**src/rtl/conv_pkg.sv**
```systemverilog
// Shared definitions for the convolution output path: writeback FSM
// states, layer output count and the accumulator-to-word saturation helper.
package conv_pkg;

    typedef enum logic [1:0] {
        WB_IDLE,
        WB_RUN,
        WB_DRAIN,
        WB_DONE
    } wb_state_t;

    // Number of output words in one layer.
    function automatic int total_outputs(input int num_filters, input int output_size);
        return num_filters * output_size * output_size;
    endfunction

    // Clamp a signed value into the signed range of a w-bit word.
    // The caller keeps the low w bits of the result.
    function automatic logic signed [63:0] sat_to_width(input logic signed [63:0] v,
                                                        input int w);
        logic signed [63:0] max_v;
        logic signed [63:0] min_v;
        max_v = (64'sd1 <<< (w - 1)) - 64'sd1;
        min_v = -max_v - 64'sd1;
        if (v > max_v)
            return max_v;
        else if (v < min_v)
            return min_v;
        else
            return v;
    endfunction

endpackage

```
**src/rtl/output_writeback_if.sv**
```systemverilog
// Result stream from the controller plus the memory write port.
// master: controller / memory side, slave: the writeback block.
interface output_writeback_if #(
    parameter int ACC_WIDTH         = 32,
    parameter int DATA_WIDTH        = 16,
    parameter int MEM_ADDRESS_WIDTH = 20,
    parameter int OUTPUT_SIZE       = 64,
    parameter int NUM_FILTERS       = 32
);
    localparam int XY_W = $clog2(OUTPUT_SIZE);
    localparam int CH_W = $clog2(NUM_FILTERS);

    logic                          in_valid;
    logic                          in_ready;
    logic signed [ACC_WIDTH-1:0]   in_data;
    logic [XY_W-1:0]               in_x;
    logic [XY_W-1:0]               in_y;
    logic [CH_W-1:0]               in_ch;
    logic                          mem_we;
    logic [MEM_ADDRESS_WIDTH-1:0]  mem_write_addr;
    logic signed [DATA_WIDTH-1:0]  mem_wdata;
    logic                          mem_gnt;

    modport master (
        output in_valid, in_data, in_x, in_y, in_ch, mem_gnt,
        input  in_ready, mem_we, mem_write_addr, mem_wdata
    );

    modport slave (
        input  in_valid, in_data, in_x, in_y, in_ch, mem_gnt,
        output in_ready, mem_we, mem_write_addr, mem_wdata
    );

endinterface

```
**src/rtl/sync_fifo.sv**
```systemverilog
// Synchronous FIFO with the head entry readable combinationally.
// Pointers carry one extra MSB so full and empty are distinguishable.
module sync_fifo #(
    parameter int WIDTH = 36,
    parameter int DEPTH = 8
) (
    input  logic             clk,
    input  logic             arst_n_in,
    input  logic             push,
    input  logic             pop,
    input  logic [WIDTH-1:0] wdata,
    output logic [WIDTH-1:0] rdata,
    output logic             full,
    output logic             empty
);
    localparam int AW = $clog2(DEPTH);

    logic [WIDTH-1:0] mem [DEPTH];
    logic [AW:0]      wptr;
    logic [AW:0]      rptr;
    logic             do_push;
    logic             do_pop;

    // A push into a full FIFO is only taken when the head leaves in the same cycle.
    assign do_push = push && (!full || pop);
    assign do_pop  = pop && !empty;

    assign empty = (wptr == rptr);
    assign full  = (wptr[AW] != rptr[AW]) && (wptr[AW-1:0] == rptr[AW-1:0]);
    assign rdata = mem[rptr[AW-1:0]];

    // Pointer state; reset empties the FIFO.
    always_ff @(posedge clk or negedge arst_n_in) begin
        if (!arst_n_in) begin
            wptr <= '0;
            rptr <= '0;
        end else begin
            if (do_push)
                wptr <= wptr + 1'b1;
            if (do_pop)
                rptr <= rptr + 1'b1;
        end
    end

    // Entry storage; contents are meaningless while the slot is not occupied.
    always_ff @(posedge clk) begin
        if (do_push)
            mem[wptr[AW-1:0]] <= wdata;
    end

endmodule

```
**src/rtl/output_writeback.sv**
```systemverilog
// Output writeback: saturates tagged MAC results, buffers them as
// {address, word} and streams them to the memory write port, pulsing
// done once the whole layer has been written.
// Build option: define OUTPUT_RELU_EN to write negative words as 0.
module output_writeback
    import conv_pkg::*;
#(
    parameter int                           MEM_ADDRESS_WIDTH = 20,
    parameter int                           OUTPUT_SIZE       = 64,
    parameter int                           NUM_FILTERS       = 32,
    parameter int                           ACC_WIDTH         = 32,
    parameter int                           DATA_WIDTH        = 16,
    parameter int                           FIFO_DEPTH        = 8,
    parameter logic [MEM_ADDRESS_WIDTH-1:0] OUT_BASE_ADDR     = 'h20000
) (
    input  logic                clk,
    input  logic                arst_n_in,
    input  logic                start,
    output logic                busy,
    output logic                done,
    output logic                overflow,
    output_writeback_if.slave   bus
);
    localparam int TOTAL   = total_outputs(NUM_FILTERS, OUTPUT_SIZE);
    localparam int CNT_W   = $clog2(TOTAL) + 1;
    localparam int ENTRY_W = MEM_ADDRESS_WIDTH + DATA_WIDTH;

    wb_state_t                      state;
    logic [CNT_W-1:0]               acc_cnt;
    logic [CNT_W-1:0]               wr_cnt;
    logic [CNT_W-1:0]               acc_next;
    logic [CNT_W-1:0]               wr_next;
    logic                           full;
    logic                           empty;
    logic                           push;
    logic                           pop;
    logic signed [ACC_WIDTH-1:0]    acc_s;
    logic signed [DATA_WIDTH-1:0]   sat_data;
    logic signed [DATA_WIDTH-1:0]   wr_data;
    logic [MEM_ADDRESS_WIDTH-1:0]   wr_addr;
    logic [ENTRY_W-1:0]             head;

    assign acc_s = bus.in_data;

    // Clamp to the word range before buffering, then apply the optional ReLU.
    always_comb begin
        sat_data = DATA_WIDTH'(sat_to_width(64'(acc_s), DATA_WIDTH));
`ifdef OUTPUT_RELU_EN
        wr_data = (sat_data < 0) ? '0 : sat_data;
`else
        wr_data = sat_data;
`endif
    end

    // Row-major (ch, y, x) word address, wrapping at the address width.
    assign wr_addr = OUT_BASE_ADDR
                   + ((MEM_ADDRESS_WIDTH'(bus.in_ch) * MEM_ADDRESS_WIDTH'(OUTPUT_SIZE)
                       + MEM_ADDRESS_WIDTH'(bus.in_y)) * MEM_ADDRESS_WIDTH'(OUTPUT_SIZE)
                      + MEM_ADDRESS_WIDTH'(bus.in_x));

    // Ready reflects the pre-pop occupancy, so a full buffer stalls for a cycle
    // even when the head is being granted.
    assign bus.in_ready = !full;
    assign push     = (state == WB_RUN) && bus.in_valid && !full;
    assign pop      = !empty && bus.mem_gnt;
    assign acc_next = acc_cnt + CNT_W'(push);
    assign wr_next  = wr_cnt + CNT_W'(pop);

    sync_fifo #(
        .WIDTH (ENTRY_W),
        .DEPTH (FIFO_DEPTH)
    ) u_fifo (
        .clk       (clk),
        .arst_n_in (arst_n_in),
        .push      (push),
        .pop       (pop),
        .wdata     ({wr_addr, wr_data}),
        .rdata     (head),
        .full      (full),
        .empty     (empty)
    );

    // Address and data read as zero whenever nothing is queued.
    assign bus.mem_we         = !empty;
    assign bus.mem_write_addr = empty ? '0 : head[ENTRY_W-1:DATA_WIDTH];
    assign bus.mem_wdata      = empty ? '0 : head[DATA_WIDTH-1:0];

    // Layer sequencing, counters and registered status outputs.
    always_ff @(posedge clk or negedge arst_n_in) begin
        if (!arst_n_in) begin
            state    <= WB_IDLE;
            busy     <= 1'b0;
            done     <= 1'b0;
            overflow <= 1'b0;
            acc_cnt  <= '0;
            wr_cnt   <= '0;
        end else begin
            acc_cnt <= acc_next;
            wr_cnt  <= wr_next;
            done    <= 1'b0;
            if (state == WB_RUN && bus.in_valid && full)
                overflow <= 1'b1;
            case (state)
                WB_IDLE: begin
                    if (start) begin
                        state    <= WB_RUN;
                        busy     <= 1'b1;
                        acc_cnt  <= '0;
                        wr_cnt   <= '0;
                        overflow <= 1'b0;
                    end
                end
                WB_RUN: begin
                    if (acc_next == CNT_W'(TOTAL))
                        state <= WB_DRAIN;
                end
                WB_DRAIN: begin
                    if (wr_next == CNT_W'(TOTAL)) begin
                        state <= WB_DONE;
                        busy  <= 1'b0;
                        done  <= 1'b1;
                    end
                end
                default: begin
                    state <= WB_IDLE;
                end
            endcase
        end
    end

endmodule

```
**src/flat_wrapper.sv**
```systemverilog
// flat-port wrapper written by rule: the top's interface ports become plain ports
module output_writeback_flat import conv_pkg::*;
#(
    parameter int                           MEM_ADDRESS_WIDTH = 20,
    parameter int                           OUTPUT_SIZE       = 64,
    parameter int                           NUM_FILTERS       = 32,
    parameter int                           ACC_WIDTH         = 32,
    parameter int                           DATA_WIDTH        = 16,
    parameter int                           FIFO_DEPTH        = 8,
    parameter logic [MEM_ADDRESS_WIDTH-1:0] OUT_BASE_ADDR     = 'h20000
)
  (clk, arst_n_in, start, busy, done, overflow, bus_in_valid, bus_in_data, bus_in_x, bus_in_y, bus_in_ch, bus_mem_gnt, bus_in_ready, bus_mem_we, bus_mem_write_addr, bus_mem_wdata);
  output_writeback_if #(.ACC_WIDTH(ACC_WIDTH), .DATA_WIDTH(DATA_WIDTH), .MEM_ADDRESS_WIDTH(MEM_ADDRESS_WIDTH), .OUTPUT_SIZE(OUTPUT_SIZE), .NUM_FILTERS(NUM_FILTERS)) bus_i ();
  input  logic clk;
  input  logic arst_n_in;
  input  logic start;
  output logic busy;
  output logic done;
  output logic overflow;
  input wire logic [$bits(bus_i.in_valid)-1:0] bus_in_valid;
  input wire logic [$bits(bus_i.in_data)-1:0] bus_in_data;
  input wire logic [$bits(bus_i.in_x)-1:0] bus_in_x;
  input wire logic [$bits(bus_i.in_y)-1:0] bus_in_y;
  input wire logic [$bits(bus_i.in_ch)-1:0] bus_in_ch;
  input wire logic [$bits(bus_i.mem_gnt)-1:0] bus_mem_gnt;
  output wire logic [$bits(bus_i.in_ready)-1:0] bus_in_ready;
  output wire logic [$bits(bus_i.mem_we)-1:0] bus_mem_we;
  output wire logic [$bits(bus_i.mem_write_addr)-1:0] bus_mem_write_addr;
  output wire logic [$bits(bus_i.mem_wdata)-1:0] bus_mem_wdata;
  assign bus_i.in_valid = bus_in_valid;
  assign bus_i.in_data = bus_in_data;
  assign bus_i.in_x = bus_in_x;
  assign bus_i.in_y = bus_in_y;
  assign bus_i.in_ch = bus_in_ch;
  assign bus_i.mem_gnt = bus_mem_gnt;
  assign bus_in_ready = bus_i.in_ready;
  assign bus_mem_we = bus_i.mem_we;
  assign bus_mem_write_addr = bus_i.mem_write_addr;
  assign bus_mem_wdata = bus_i.mem_wdata;
  output_writeback #(.MEM_ADDRESS_WIDTH(MEM_ADDRESS_WIDTH), .OUTPUT_SIZE(OUTPUT_SIZE), .NUM_FILTERS(NUM_FILTERS), .ACC_WIDTH(ACC_WIDTH), .DATA_WIDTH(DATA_WIDTH), .FIFO_DEPTH(FIFO_DEPTH), .OUT_BASE_ADDR(OUT_BASE_ADDR)) u_core (.clk(clk), .arst_n_in(arst_n_in), .start(start), .busy(busy), .done(done), .overflow(overflow), .bus(bus_i));
endmodule
```
**config.mk**
```make
export PLATFORM = sky130hd
export DESIGN_NAME = output_writeback_flat
export DESIGN_NICKNAME = d
export VERILOG_FILES = /design/src/rtl/conv_pkg.sv /design/src/rtl/output_writeback_if.sv /design/src/rtl/sync_fifo.sv /design/src/rtl/output_writeback.sv /design/src/flat_wrapper.sv
export SDC_FILE = /design/constraint.sdc
export NUM_CORES = 1
export LEC_CHECK = 0
export ABC_AREA = 1
export CORE_MARGIN = 2
export CORE_UTILIZATION = 61
export CTS_BUF_LIST = sky130_fd_sc_hd__clkbuf_2
export DETAILED_ROUTE_END_ITERATION = 6
export PLACE_DENSITY = 0.81
export SLEW_MARGIN = 15
export SYNTH_ARGS = -nofsm -noshare
export SYNTH_HDL_FRONTEND = slang
export SYNTH_SLANG_ARGS = --single-unit
```
**constraint.sdc**
```tcl
create_clock -name clk -period 4.2 [get_ports clk]
set_input_delay 0.63 -clock clk [delete_from_list [all_inputs] [get_ports clk]]
set_output_delay 0.63 -clock clk [all_outputs]
set_load 0.02 [all_outputs]
```
; Yosys cells after proc, flatten, opt, wreduce, memory -nomap -nowiden
; Memory sizes are Yosys's and may differ from the RTL's.
; Cells that the tools add are included.
; Widths: inputs -> output; s select.
[totals]
input_bits = 54
register_bits = 49
mem_count = 1
ramBits = 288
elab_cells = 64
[classes]
n_lt_le_gt_ge = 2
muxes = 22
n_addsub = 7
n_reduce_logical = 14
eq_ne = 10
[memory_table]
columns = name, depth, word_bits, read_ports, rd_clocked_by_memory_dff, wr, line
row1 = u_core.u_fifo.mem, 8, 36, 1, 0, 1, sync_fifo.sv:18  ; logic [WIDTH-1:0] mem [DEPTH];
[op_table]
columns = cell, count
row1 = $mux 18, 4
row2 = $mux 16, 3
row3 = $add 18x1->18, 2
row4 = $eq 18x18->1 const B, 2
row5 = $gt 32x16->1 const B, 1
row6 = $lt 32x16->1 const B, 1
row7 = $add 18x20->20 const A, 1
row8 = $add 20x6->20, 1
row9 = $mux 20, 1
row10 = $add 11x6->12, 1
row11 = $mux 1, 9
row12 = $add 4x1->4 const B, 2
row13 = $logic_and 1x1->1, 7
row14 = $mux 2, 3
row15 = $pmux 2 s3, 1
row16 = $reduce_and 3->1, 2
row17 = $eq 4x4->1, 1
row18 = $ne 2x2->1 const B, 2
row19 = $eq 3x3->1, 1
row20 = $eq 2x1->1 const B, 1
row21 = $eq 2x2->1 const B, 1
row22 = $logic_not 1->1, 2
row23 = $logic_not 2->1, 1
row24 = $ne 2x1->1 const B, 1
row25 = other kinds (4), 4

; Longest topological paths before layout
; Gate-level depths: netlist of run 1.
[logic_depth]
ltp_word = 8
ltp_mapped = 22
mapped_depth_nobuf = 22

; Cells and area by module
; Synthesis of run 1 repeated with hierarchy kept, for this count alone.
[hier_totals]
hier_cells = 1361
hier_area_um2 = 14570.2
[modules_own_cells]
columns = mod, seq_area_each_um2, area_per_inst_um2, instances, cells_per_inst
row1 = sync_fifo, 8848.5, 11604.9, 1, 893
row2 = output_writeback, 1026.0, 2965.3, 1, 468

; Least setup slack after synthesis of run 1
; No wires, ideal clock.
[synth_path]
kind = reg2reg
start = reg u_core.u_fifo.rptr[0]
end = mem u_core.u_fifo.mem[0][0] (enable)
t_arrival_ps = 2798
period_less_slack_ps = 3221
t_required_ps = 3777
path_stages_with_launch = 9
path_slack_ps = 979
setup_time_ps = 423
cell_sequence = dfrtp_1 > buf_4 > xnor2_1 > nand3_1 > nor2_1 > nand2_1 > nand2_1 > or2_2 > nor2_1
[synth_between]
elab_chain_cells = 7
word_cells_on_any_way = 11
cone_classes = 2 x eq/ne / 2 x mux / 7 x reduce/logical
[synth_rtl]
columns = element, line
row1 = start: declaration, sync_fifo.sv:20  ; logic [AW:0] rptr;
row2 = start signal: assignment, sync_fifo.sv:41  ; rptr <= rptr + 1'b1;
row3 = $eq 3x3->1 (*), sync_fifo.sv:29  ; assign full = (wptr[AW] != rptr[AW]) && (wptr[AW-1:0] == rptr[AW-1:0]);
row4 = $logic_and 1x1->1 (*), sync_fifo.sv:29
row5 = $logic_not 1->1 (*), --
row6 = named net bus_in_ready, flat_wrapper.sv:26  ; output wire logic [$bits(bus_i.in_ready)-1:0] bus_in_ready;
row7 = $logic_and 1x1->1 / $logic_or 1x1->1 (equally long branches), "output_writeback.sv:64, sync_fifo.sv:25"
row8 = $logic_and 1x1->1 (*), sync_fifo.sv:25  ; assign do_push = push && (!full || pop);
row9 = $mux 1 (*), sync_fifo.sv:47  ; if (do_push)
row10 = $mux 1 (not written as such) (*), sync_fifo.sv:48  ; mem[wptr[AW-1:0]] <= wdata;
row11 = end: declaration, sync_fifo.sv:18
; The timed path passes the listed nets; every way through them passes the cells marked *.

; Worst setup path in the final report of run 1
[layout_path]
start = reg u_core.u_fifo.rptr[0]
end = out bus_mem_wdata[15]
[layout_between]
elab_chain_cells = 2
word_cells_on_any_way = 3
cone_classes = 1 x eq/ne / 1 x mux / 1 x memory
[layout_rtl]
columns = element, line
row1 = $mem_v2 8x36 / $eq 4x4->1 (equally long branches), --
row2 = $mux 16 (*), output_writeback.sv:86  ; assign bus.mem_wdata = empty ? '0 : head[DATA_WIDTH-1:0];
row3 = end: declaration, flat_wrapper.sv:29  ; output wire logic [$bits(bus_i.mem_wdata)-1:0] bus_mem_wdata;
; Mark *: on every way between the ends. The rest lies on a longest branch, timed or not.

==> results of run 1 <==
-- cell usage after synthesis, types with 2 or more instances --
master,instances
nand2_1,108
o21bai_1,3
nand3_2,4
nand2_2,10
buf_2,4
nand3b_1,7
buf_4,4
a21oi_1,31
nand4_1,15
inv_2,6
xnor2_1,4
ha_1,9
o21ai_0,169
nor2_4,4
dfrtp_1,49
nor4_1,4
o22ai_1,33
o21ai_2,3
clkbuf_1,51
nor2_1,266
a31oi_1,34
or2_2,2
inv_1,57
edfxtp_1,264
nor2_2,7
o21ai_1,4
buf_1,3
nor3_1,3
xor2_1,13
nand3_1,14
-- area by class of cell --
| type | count | area (um^2) |
|---|---|---|
| diodes | 1 | 2.50 |
| clock buffers | 118 | 591 |
| clock inverters | 26 | 164 |
| fillers | 1414 | 5740 |
| inverters | 63 | 241 |
| multi-input cells | 751 | 3710 |
| flip-flops and latches | 313 | 9160 |
| well taps | 275 | 344 |
| repair buffers | 116 | 1260 |
-- how the worst max path moves through the flow --
stage | start | end | cells after the start | slack [ps]
after floorplan | u_core.u_fifo.rptr[0] | u_core.u_fifo.mem[0][0] | 8 | 980
after global placement | u_core.u_fifo.rptr[0] | bus_mem_write_addr[11] | 7 | 870
after detailed placement | u_core.u_fifo.rptr[0] | bus_mem_wdata[0] | 7 | 740
after CTS | u_core.u_fifo.rptr[0] | bus_mem_wdata[15] | 10 | 30
after global routing | u_core.u_fifo.rptr[0] | bus_mem_wdata[15] | 10 | 10
final | u_core.u_fifo.rptr[0] | bus_mem_wdata[15] | 10 | 120
-- metrics by stage --
stage | area, um^2 | utilization
2_1_floorplan | 13300 | -
3_3_place_gp | 14600 | 0.690
6_report | 15500 | 0.729
3_5_place_dp | 14600 | 0.690
4_1_cts | 15400 | 0.728
5_1_grt | 15500 | 0.729
-- logic make-up after synthesis --
kind of cell | Yosys count
flip-flops | 313
AO/OA/AOI/OAI | 278
XOR/XNOR | 18
AND/OR/NAND/NOR | 444
other | 1
buffers and inverters | 125
adder cells (fa/ha/maj) | 9
-- layout by cell type (no fill, tap or decap), types with 4 or more instances in the layout --
cell and n:
clkinv_2 4, nand4_1 15, clkinv_1 16, inv_1 55, nand2_1 108, buf_4 9, a31oi_1 33, nor4_1 4
dlymetal6s2s_1 4, nor2_4 12, dfrtp_1 47, a21oi_1 31, nand3_1 14, o21ai_1 4, xnor2_1 4, edfxtp_1 264
o21ai_0 169, buf_12 10, nand3b_1 7, ha_1 9, clkdlybuf4s50_1 87, nand2_2 10, nor2_1 259, clkbuf_2 118
o22ai_1 33, nor2_2 6, nand3_2 4, inv_2 9, xor2_1 13
-- state kept, by name (all words and copies together), names as in the netlist --
name,flops
u_core.acc_cnt,18
u_core.busy,1
u_core.overflow,1
u_core.u_fifo.wptr,4
u_core.u_fifo.rptr,4
u_core.state,2
u_core.u_fifo.mem,264
u_core.done,1
u_core.wr_cnt,18
-- per-layer routing --
| metal | part of all wire | GRT usage | wire (um) |
|---|---|---|---|
| met1 | 0.40 | 0.358 | 12000 |
| met2 | 0.49 | 0.428 | 14600 |
| met3 | 0.087 | 0.0581 | 2590 |
| met4 | 0.018 | 0.0995 | 538 |
| met5 | 0 | 0 | 0 |
-- power by group through the flow --
stage                     Clock, mW  Combinational, mW  Sequential (mW)
after floorplan                   0               2.45             3.78
after global placement            0               3.88             3.85
after detailed placement          0               3.96             3.87
after CTS                      2.11               4.07             3.77
after global routing           2.27               4.49             3.79
final                          2.08               4.12             3.77
-- worst max-delay path: cells and delay by family (launching register included) --
| family | cells | cell delay [ps] |
|---|---|---|
| flops | 1 | 620 |
| compound gates | 2 | 390 |
| simple gates | 3 | 190 |
| buf+inv | 4 | 1200 |
| xor+xnor | 1 | 180 |
-- what timing repair did --
item                                    in CTS  in global routing
setup buffers                                1                  1
hold buffers                                 1                  0
endpoints found under the hold margin       29                  0
endpoints found under the setup margin      27                 14
gates resized for setup                      1                  7
==> impl_results.md, run 1 <==
* Required @ worst endpoint at about 3600 ps
* R2R Path End: u_core.busy
* Flop pwr share at 0.378
* Post-Synthesis Cells at 1,188
* Mean Syn Cell Area at between 10 and 15 um^2
* Hpwl dp at 17,100 um
* I/O Buffers at 92
* DP Worst Slack at about 740 ps
* Post-synth EDFFs at around 260
* Crit-path cells: xnor2_1, nand3_1, nor2_1, inv_1, nor2_1, inv_1, buf_12, o21ai_0, a31oi_2, clkdlybuf4s50_1
* Pint at ~6 mW
* Gate power share at 0.413
* Die area at between 0.02 and 0.025 mm^2
* Status: finished clean
* Dpl cells at 1,515
* Clk pwr share at 0.209
* Slew Limit Fails at 0
* WHS at about 350 ps
* DR DRC count at 0
* GRT overflow at 0
* Slowest stage delay, CP at ~650 ps
* Post-synthesis xor/xnor area fraction at 0.0124
* Vias in the first global route at approximately 9,100
* Synth cell types at 33
* Switching share of power at 0.394
* IO Count at 95
* CTS root buf: clkbuf_2
* TritonCTS clock tree: built
* Die span in y at roughly 150 um
* Post-synthesis adder-cell area fraction at 0.00848
* Arrival time worst endpoint at 3450 ps
* Initial antenna violation count at 1
* Initial DRT Pass Iterations at 5
* Layout cell share with drive strength beyond 1 at 0.145
* Clock Tree Buf Depth at 3
* FMAX at between 200 and 250 MHz
* Post-synthesis mux area share at 0
* Routed WL per cell at 17.9 um
* Maximum VDD drop at around 0.0004 V
* Core area at ~0.021 mm^2
* Row count at 53
* Antenna-violating nets left at 0
* Setup Viol. Count Final at 0
* CTS sink cnt at between 300 and 400
* Top cell type's share of synthesized area at 0.597
* DR vias at 9,506
* Clk_lat worst skew at a little under 900 ps
* Htree depth at 3
* GRT Overall Usage at 0.265
* Setup TNS at 0 ps
* R2R cell count at 19
* Tightest Pin Transition at ~940 ps
* YS warnings at 0
* Ys async rst share at 0.157
* Number of synthesized register bits at 313
* Critical path type: reg2out
* Setup ws final at ~120 ps
* Starting Density at 0.626
* Num CTS Buffers at 77
* Area leader, netlist: edfxtp_1
* Leakage at between 5 and 6 nW
* Most used flip-flop cell after synthesis: edfxtp_1
* Startpoint Class: flip-flop
* Worst Hold Class: in2async
* Period utilization at 0.972
* Largest net degree at the start of global routing at between 60 and 70
* Die X at ~150 um
* Routed WL at 29,700 um
* Cell Count, Final, Fillers Out at 1,663
* Fin crit period at about 4100 ps
* Vias per inst at between 5 and 6
* Synth top area cells: edfxtp_1 60%, dfrtp_1 9.2%, nor2_1 7.5%
* Main combinational cell family by area after synthesis: simple AND/OR/NAND/NOR gates
* R2R Setup Slk at 1000 ps
* Max Cap Viol at 0
* Design Power at between 9 and 10 mW
* GPL Wtd Cong at approximately 0.85
* Cell area after technology mapping at roughly 0.013 mm^2
* First-pass GRT wire length at 46,500 um
* Synth Area in Compound Gates at 0.113
* Fin nets at 1,385
* Clock slew at reported path FFs at approximately 110 ps
* Sequential area share after synthesis at 0.689
* RSZ-0062 raised after global routing: false
* PD cells at approximately 640 mW/mm^2
* Crit-path slowest cell: clkdlybuf4s50_1
* Area grow syn2layout at 16.5%
* Iter 0 DRT Violations at 866
* Sw power at between 3 and 4 mW
* Simple-gate share of the synthesized area at 0.140
* R2r startpoint: u_core.u_fifo.rptr[0]
* Fin. Hold Viols at 0
* Worst Setup End Kind: output pin
* Normalized max-slew margin at 0.369
* Final Skew at 47.3 ps
* Critical-path maximum fanout at 31
Note: power is estimated with default switching activity, not from simulation.
==> run 2: changes to the inputs <==
CORE_MARGIN = unset   (was 2)
==> impl_results.md, run 2 (synthesis results as in run 1) <==
* Most common cell after layout, fill and taps aside: edfxtp_1
* Status: finished clean
* Final Util at 0.722 (-0.00694)
* Iter 0 DRT Violations at 693 (-20%)
* Critical-path maximum fanout at 68 (+120%)
* FMAX at 243 MHz (-0.73%)
* Crit-path slowest cell: clkdlybuf4s50_1
* RSZ-0062 raised after global routing: false
* Clock slew at reported path FFs at 110 ps (about the same)
* Fin. Hold Viols at 0 (unchanged)
* Normalized max-slew margin at 0.403 (+0.0347)
* Routed WL per cell at 17.4 um (-2.8%)
* Row count at 53 (unchanged)
* Top Family by Delay on Critical Path: buffers and inverters
* Maximum VDD drop at 0.000426 V (+6.1%)
* Die area at 0.0224 mm^2 (-2.6%)
* Num CTS Buffers at 75 (-2.6%)
* GRT Overall Usage at 0.265 (about the same)
* Initial antenna violation count at 1 (unchanged)
* Arrival time worst endpoint at 3480 ps (+30 ps)
* Core area at 0.0212 mm^2 (-0.31%)
* Area grow syn2layout at 15.0%
* Htree depth at 3 (unchanged)
* Cell Count, Final, Fillers Out at 1,647 (-0.96%)
* Starting Density at 0.628 (+0.00196)
* Setup TNS at 0 ps (unchanged)
* GRT overflow at 0 (unchanged)
* Worst Hold Class: in2async
* Final Skew at 62.4 ps (+15.1 ps)
* I/O Buffers at 92 (unchanged)
* Max Cap Viol at 0 (unchanged)
* CTS root buf: clkbuf_2
* Hpwl dp at 16,400 um (-3.9%)
* DR vias at 9,410 (-1.0%)
* Clock Tree Buf Depth at 3 (unchanged)
* Largest register FFs at 264 (unchanged)
* Leakage at 5.62 nW (-2.0%)
* Slowest stage delay, CP at 640 ps (about the same)
* Layout cell share with drive strength beyond 1 at 0.141 (-0.00414)
* Largest net degree at the start of global routing at 73 (+7.4%)
* Slew Limit Fails at 0 (unchanged)
* Tightest Pin Transition at 895 ps (-47.7 ps)
* IO Count at 95 (unchanged)
* Crit-path cells: buf_4, o21ai_0, o22ai_1, o21ai_0, a31oi_1, clkdlybuf4s50_1
* Design area at 0.0153 mm^2 (-1.3%)
* Vias in the first global route at 9,198 (+0.60%)
* Dpl cells at 1,518 (+0.20%)
* Die X at 150 um (-1.3%)
* Vias per inst at 5.71 (about the same)
* Worst Setup End Kind: output pin
* Initial DRT Pass Iterations at 5 (unchanged)
* Die span in y at 150 um (-1.3%)
* Startpoint Class: flip-flop
* Critical path type: reg2out
* Buf/Inv on CP at 2 (-2)
* Routed WL at 28,600 um (-3.7%)
* DR DRC count at 0 (unchanged)
* Clk_lat worst skew at 860 ps (-20 ps)
* Postcts setup bufs at 0 (-1)
* TritonCTS clock tree: built
* First-pass GRT wire length at 45,000 um (-3.2%)
* Fin nets at 1,384 (-0.072%)
* Most common cell on crit path: o21ai_0
* Fin crit period at 4110 ps (+30.0 ps)
* CTS sink cnt at 313 (unchanged)
* DP Area at 0.0146 mm^2 (-0.44%)
* Period utilization at 0.979 (+0.00714)
* Commonest cells after routing, fill and taps aside: 264 x edfxtp_1, 259 x nor2_1, 169 x o21ai_0
* PD cells at 638 mW/mm^2 (-0.91%)
* Antenna-violating nets left at 0 (unchanged)
* GPL Wtd Cong at 0.813 (-4.3%)
* Setup Viol. Count Final at 0 (unchanged)
* Required @ worst endpoint at 3570 ps (about the same)
run 2: changes by cell type in the layout (fill, tap and decap cells not counted), moves of 4 or more:
cell / delta
dlymetal6s2s_1: -4
clkinv_1: -8
buf_12: -7
clkbuf_2: -7
clkdlybuf4s50_1: +4
buf_4: +10
run 2: final timing paths:
path | startpoint | to | slack (ps) | cells after the start
worst max register to register | u_core.u_fifo.rptr[0] | u_core.state[0] | 1210 | 19
max in group asynchronous | arst_n_in | u_core.u_fifo.wptr[3] | 2980 | 3
min in group clk | bus_in_x[0] | u_core.u_fifo.mem[0][16] | 490 | 1
worst min register to register | u_core.u_fifo.wptr[3] | u_core.u_fifo.wptr[3] | 490 | 1
worst min-delay path | arst_n_in | u_core.u_fifo.wptr[0] | 450 | 2
worst max-delay path | u_core.u_fifo.rptr[1] | bus_mem_write_addr[1] | 90 | 6
run 2: what timing repair did:
item                       in CTS  in global routing
gates resized for setup         0                  3
hold endpoints to repair       38                  0
hold buffers                    1                  0
setup endpoints to repair       0                  5
run 2: metrics by stage:
stage	power (mW)	hold slack (ps)	setup WS [ps]
floorplan	6.23	334	979
CTS	9.77	436	48.8
detailed placement	7.79	472	966
global placement	7.72	468	980
global route	10.3	445	6.78
finish	9.75	448	87.7
run 2: power by group:
part           switching, mW  total [mW]  internal (mW)
logic                   2.55        4.04           1.49
registers              0.109        3.73           3.62
clock network           1.15        1.98          0.822
run 2: layer usage:
metal  up-vias  global-route usage  wire (um)
li1       4481                   -          -
met1      4459               0.347      11800
met2       420               0.427      13900
met3        50              0.0573       2380
met4         0               0.122        564
met5         -                   0          0
run 2: final cells by class:
type                            instances  area (um^2)
Fill cell                            1434         5870
Inverter                               63          238
Sequential cell                       313         9160
Timing Repair Buffer                  117         1150
Tap cell                              275          344
Clock inverter                         16          128
Antenna cell                            1         2.50
Clock buffer                          111          556
Multi-Input combinational cell        751         3700
run 2: worst register-to-register path, stage by stage, from the launching register on:
cell and delay [ps]:
dfrtp_4 520, xnor2_1 130, nand3_1 70, nor2_1 60, inv_1 50, nor2_1 50, nor2_1 330, ha_1 280
ha_1 210, nand2_2 110, nor2_4 180, nand2_1 80, xor2_1 190, nand3_1 110, nor2_2 130, nand3_2 80
nand2_2 100, nand3_2 70, nand2_1 60, nand2_1 40
